`src/rtl/stage_memory_mc.sv`:
```
// Pipeline memory stage: issues requests to a multi-cycle data memory, stalls
// upstream while an access is outstanding, and registers the MEM/WB boundary.
module stage_memory_mc #(
  parameter int unsigned TIMEOUT = 16,
  parameter int unsigned CNT_W   = 5
) (
  input  logic        clk,
  input  logic        rst,
  input  logic        valid_in,
  input  logic [15:0] ALUResultIn,
  input  logic [15:0] WriteData,
  input  logic        MemRead,
  input  logic        MemWrite,
  input  logic        MemToRegIn,
  input  logic [2:0]  WriteRegIn,
  input  logic        RegWriteIn,
  output logic [15:0] mem_addr,
  output logic [15:0] mem_wdata,
  output logic        mem_rd,
  output logic        mem_wr,
  input  logic [15:0] mem_rdata,
  input  logic        mem_done,
  output logic [15:0] DMemOutData,
  output logic [15:0] ALUResult,
  output logic        MemToReg,
  output logic [2:0]  WriteRegOut,
  output logic        RegWriteOut,
  output logic        stall,
  output logic        err
);

  localparam int unsigned DW = 16;
  localparam int unsigned RW = 3;

  typedef enum logic [1:0] {
    S_IDLE = 2'd0,
    S_WAIT = 2'd1,
    S_ERR  = 2'd2
  } state_e;

  state_e           state_q, state_d;
  logic [CNT_W-1:0] cnt_q, cnt_d;
  logic             err_q;
  logic [DW-1:0]    dmem_q, alu_q;
  logic             m2r_q;
  logic [RW-1:0]    wreg_q;
  logic             rw_q;
  logic             memop, illegal;
  logic             wb_load, wb_take_rdata;

  assign memop     = valid_in & (MemRead | MemWrite);
  assign illegal   = valid_in & MemRead & MemWrite;
  assign mem_addr  = ALUResultIn;
  assign mem_wdata = WriteData;

  // Next-state, request pulses, stall and MEM/WB load enables
  always_comb begin
    state_d       = state_q;
    cnt_d         = cnt_q;
    mem_rd        = 1'b0;
    mem_wr        = 1'b0;
    stall         = 1'b0;
    wb_load       = 1'b0;
    wb_take_rdata = 1'b0;
    case (state_q)
      S_IDLE: begin
        if (memop) begin
          stall = 1'b1;
          if (illegal) begin
            state_d = S_ERR;
          end else begin
            mem_rd  = MemRead;
            mem_wr  = MemWrite;
            state_d = S_WAIT;
            cnt_d   = CNT_W'(1);
          end
        end else begin
          wb_load = valid_in;
        end
      end
      S_WAIT: begin
        // Completion wins over timeout when both land in the same cycle
        if (mem_done) begin
          state_d       = S_IDLE;
          cnt_d         = '0;
          wb_load       = 1'b1;
          wb_take_rdata = MemRead;
        end else begin
          stall = 1'b1;
          if (cnt_q == CNT_W'(TIMEOUT)) begin
            state_d = S_ERR;
          end else begin
            cnt_d = cnt_q + CNT_W'(1);
          end
        end
      end
      S_ERR: begin
        stall = 1'b1;
      end
      default: begin
        state_d = S_ERR;
        stall   = 1'b1;
      end
    endcase
  end

  // State, counter, sticky error and MEM/WB register; no load means a bubble
  always_ff @(posedge clk or negedge rst) begin
    if (!rst) begin
      state_q <= S_IDLE;
      cnt_q   <= '0;
      err_q   <= 1'b0;
      dmem_q  <= '0;
      alu_q   <= '0;
      m2r_q   <= 1'b0;
      wreg_q  <= '0;
      rw_q    <= 1'b0;
    end else begin
      state_q <= state_d;
      cnt_q   <= cnt_d;
      err_q   <= err_q | (state_d == S_ERR);
      if (wb_load) begin
        alu_q  <= ALUResultIn;
        m2r_q  <= MemToRegIn;
        wreg_q <= WriteRegIn;
        rw_q   <= RegWriteIn;
        if (wb_take_rdata) begin
          dmem_q <= mem_rdata;
        end
      end else begin
        rw_q <= 1'b0;
      end
    end
  end

  assign DMemOutData = dmem_q;
  assign ALUResult   = alu_q;
  assign MemToReg    = m2r_q;
  assign WriteRegOut = wreg_q;
  assign RegWriteOut = rw_q;
  assign err         = err_q;

endmodule
```
`config.mk`:
```
export PLATFORM = sky130hd
export DESIGN_NAME = stage_memory_mc
export DESIGN_NICKNAME = d
export VERILOG_FILES = /design/src/rtl/stage_memory_mc.sv
export SDC_FILE = /design/constraint.sdc
export NUM_CORES = 1
export LEC_CHECK = 0
export ABC_AREA = 1
export CAP_MARGIN = 20
export CORE_MARGIN = 10
export CORE_UTILIZATION = 42
export DETAILED_ROUTE_END_ITERATION = 10
export PLACE_DENSITY = 0.86
export SLEW_MARGIN = 0
export SYNTH_ARGS = -nofsm -noshare
export SYNTH_HDL_FRONTEND = slang
export SYNTH_SLANG_ARGS = --single-unit
```
`constraint.sdc`:
```
create_clock -name clk -period 3.5 [get_ports clk]
set_input_delay 0.7 -clock clk [delete_from_list [all_inputs] [get_ports clk]]
set_output_delay 0.7 -clock clk [all_outputs]
set_load 0.005 [all_outputs]
```
---- After elaboration in Yosys (flattened, before gate mapping) ----
Cells that the tools add are included.
operators by class
  add/subtract/negate cells ............... 1
  eq/ne operators ......................... 7
  muxes and demuxes ....................... 25
  bitwise gates (word level) .............. 5
  reductions and logical operators ........ 4
operator list
  cell                                            count
  2-to-1 mux 5 bit                                4
  2-to-1 mux 1 bit                                13
  case mux 5 bit (2 select lines)                 1
  2-to-1 mux 2 bit                                4
  case mux 2 bit (3 select lines)                 1
  adder 5 x 1 -> 5 bit (second input constant)    1
  == test 5 bit (second input constant)           1
  == test 2 bit (second input constant)           2
  inequality test 2 bit (second input constant)   2
  case mux 1 bit (2 select lines)                 2
  AND reduction 4 bit                             1
  bitwise AND 1 bit                               3
  inequality test 3 bit (second input constant)   1
  == test 2 x 1 -> 1 bit (second input constant)  1
  zero test 2 bit                                 1
  bitwise OR 1 bit                                2
  AND reduction 2 bit                             1
  nonzero test 2 bit                              1
storage, ports and cells
  register bits ........................... 45
  input port bits ......................... 59
  output and inout bits ................... 73
  logic and storage cells ................. 50

---- Longest topological paths before layout ----
  word-level depth ........................ 7
  gate-level depth with buffers ........... 9
  gate-level depth less buffers ........... 9

---- Least setup slack after synthesis ----
OpenSTA, ideal clock, no wires.
  path kind ............................... input port to output port
  from .................................... in mem_done
  to ...................................... out stall
  data arrival time ....................... 1.142 ns
  required time ........................... 2.800 ns
  path slack .............................. 1.658 ns
  cell stages on the path ................. 5
  path buffers ............................ 2
  cell sequence ........................... nand2_8 > buf_8 > buf_12 > nand2_1 > inv_2
between the ends
  word-level cells in the longest chain between the ends .. 2
RTL lines
  what                             line  RTL
  start: declaration               22    input logic mem_done,
  2-to-1 mux 1 bit                 83    if (mem_done) begin
  case mux 1 bit (2 select lines)  65    case (state_q)
  end: declaration                 28    output logic stall,
Every way passes these cells.

---- Worst setup path in the final report ----
  from .................................... in MemRead
  to ...................................... out mem_rd
between the ends
  word-level cells in the longest chain between the ends .. 5
  elaborated cells between the ends (all ways) .. 7
  classes of those cells .................. mux: 3; bitwise: 4
RTL lines
  what                             line  RTL
  start: declaration               12    input logic MemRead,
  bitwise AND 1 bit (2 in series)  52    assign illegal = valid_in & MemRead & MemWrite;
  2-to-1 mux 1 bit                 69    if (illegal) begin
  2-to-1 mux 1 bit (*)             67    if (memop) begin
  2-to-1 mux 1 bit (*)             65
  end: declaration                 19    output logic mem_rd,
Mark *: on every way between the ends. The rest lies on a longest branch, timed or not.

==> results.cfg <==
[status]
status = finished clean

[die]
io_pins = 132
dieArea_um2 = 9180
die-width_um = 95.8
die_h_um = 95.8
rows = 27
start_util_pct = 43.6
core_area_um2 = 5540

[yosys]
ys_ff_latch = 45
synth_mux_area_share_pct = 0
yosysMostFrequentCell = nand2_1
synthTopCellsByCount = 103 x nand2_1, 45 x dfrtp_1, 35 x buf_4
yosys_warnings = 0
syn_area_um2 = 2410
ys_seq_area_share_pct = 46.6
synth_edf_count = 0
synth_cells = 272
synth_xor_area_share_pct = 0
synth-main-ff-cell = dfrtp_1
synth_largest_area_cell = dfrtp_1
synth_nets = 333
synth_top_family_by_area = simple AND/OR/NAND/NOR gates
synthDominantCellAreaShare_pct = 46.6
synthSimpleGateAreaFrac_pct = 31.2
avgSynthCellArea_um2 = 8.88
synth.distinct_cells = 26
synthAdderAreaFrac_pct = 1.04
synth_area_leaders = dfrtp_1 47%, nand2_1 16%, buf_4 11%, nand3_2 7.9%, o21ai_1 2.9%
async_reset_ff_share_pct = 100
synth_compound_area_share_pct = 4.46

[critical_path]
crit_path_start_kind = primary input
r2r-start = state_q[0]
cp_max_fo = 4
critPathKind = in -> out
reg2reg_slack_ns = 1.40
endpoint_kind = output port
r2r_end = ALUResult[10]
cp_data_arrival_time_ns = 2.26
r2r_cells = 7
cp.required_ns = 2.80

[global_routing]
met3_usage_pct = 5.76
grt_pass1_wl_um = 9520
globalRouteOverflowTotal = 0
antenna_found_initial = 0
top_usage_layer = met2
grt_pass1_vias = 1950
track_usage_pct = 13.0
grt_use_met1_pct = 13.8
grt_max_degree = 46
grt_use_met2_pct = 22.6

[clock_tree]
clock_latency_ns = 0.29
path_clk_slew_ns = 0.08
cts_tree = yes
clock_sinks = 45
cts_hold_buf = 0
post-cts-setup-buffers = 0
cts_root_buffer = clkbuf_8
max-clock-path-buffers = 2
numCtsBuffers = 5
htreeDepth = 2
cts_resized = 0

[drt]
drt_iter0_markers = 68
routed_via_density = 4.67
wl_per_cell_um = 14.8
drcViolationCount = 0
drtAntennaViolNets = 0
routed_wl_um = 6120
vias = 1922
drtPass1Iterations = 6

[sta]
max_freq_mhz = 338
worstMarginPinSlew_ns = 0.637
slew_headroom_pct = 57.4
final-setup-viol-count = 0
fin_skew_ns = 0.00561
rsz0062_at_grt = no
period_minus_slack_ns = 2.96
hold_violations = 0
fin_crit_sh_pct = 84.5
slew_viol_final = 0
timing.setup.tns_ns = 0
whs_ns = 0.297

[placed_design]
place_congestion = 0.886
dp_hpwl_um = 4680
port_buffers = 99

[final_layout]
diodes = 0
multi_input_area_um2 = 886
fill_cells = 490
nets = 400
drive_above_1_share_pct = 11.2
post-route-util_pct = 58.9
seq_area_um2 = 1130
syn_to_final_growth_pct = 35.0

[power]
pwr_density_cell_nw_per_um2 = 283
ir_drop_v = 0.000140
p_leak_nw = 1.58

[worst_hold_path]
hold_path.class = in -> async

[job]
max_cap_violations = 0
-- report_power, final --
part / internal [mW] / total (mW) / switching (mW)
Clock: 0.141 / 0.312 / 0.170
Sequential: 0.519 / 0.519 / 0
Combinational: 0.0590 / 0.0915 / 0.0325
Total: 0.720 / 0.922 / 0.203
-- through the flow --
stage          std cells  instance area [um^2]  total power, mW  setup WS (ns)
3_3_place_gp         403                  3160            0.619          0.674
5_1_grt              412                  3260            0.972          0.531
2_1_floorplan        272                  2410            0.565           1.66
6_report             412                  3260            0.922          0.543
3_5_place_dp         403                  3160            0.620          0.570
4_1_cts              411                  3240            0.938          0.569
-- sequential cells by signal, summed over array words and instances, names as in the netlist --
name,flops
ALUResult,16
DMemOutData,16
MemToReg,1
RegWriteOut,1
WriteRegOut,3
cnt_q,5
err,1
state_q,2
-- worst max path at each step --
stage | from | to | slack [ns] | depth (start not counted)
floorplan | mem_done | stall | 1.66 | 5
global placement | MemRead | mem_rd | 0.67 | 4
detailed placement | MemRead | mem_rd | 0.57 | 4
CTS | MemRead | mem_rd | 0.57 | 4
global route | MemRead | mem_rd | 0.53 | 4
finish | MemRead | mem_rd | 0.54 | 4
-- metal layers --
layer  routed length, um  part of all wire (%)  up-vias
li1                    -                     -      963
met5                   0                     0        -
met1                2340                    38      891
met3                 662                    11        7
met2                3060                    50       61
met4                  59                  0.96        0
-- placed cells by master, fill, tap and decap left out, types with 2 or more instances in the layout --
cell type        Yosys  final
nor2_2               2      2
clkdlybuf4s50_1      0     98
nand2_1            103    103
clkbuf_1             0      2
o21ai_1             14     14
nor2_1               6      6
nand3_1             13     13
ha_1                 2      2
inv_1                9      9
dfrtp_1             45     45
buf_4               35      2
nand4_1              3      3
nand3_2             19     19
o21ai_0              3      3
clkbuf_8             0      5
inv_2                3      3
-- cell type report --
cell class	count	area share [%]
Sequential cell	45	34.5
Timing Repair Buffer	102	31.3
Multi-Input combinational cell	172	27.2
Tap cell	72	2.76
Clock buffer	7	2.34
Inverter	13	1.65
Clock inverter	1	0.230
-- cells by family (layout without fill, tap and decap cells) --
family                   Yosys count  count (layout)
AND/OR/NAND/NOR                  150             150
adder cells (fa/ha/maj)            2               2
AO/OA/AOI/OAI                     20              20
buffers and inverters             55             123
flip-flops                        45              45
-- worst max-delay path, cell delays in order --
cell             delay, ns
clkdlybuf4s50_1       0.57
nand2_1               0.13
nor4_1                0.27
clkdlybuf4s50_1       0.59
No activity file was read; power rests on OpenSTA's default activity.
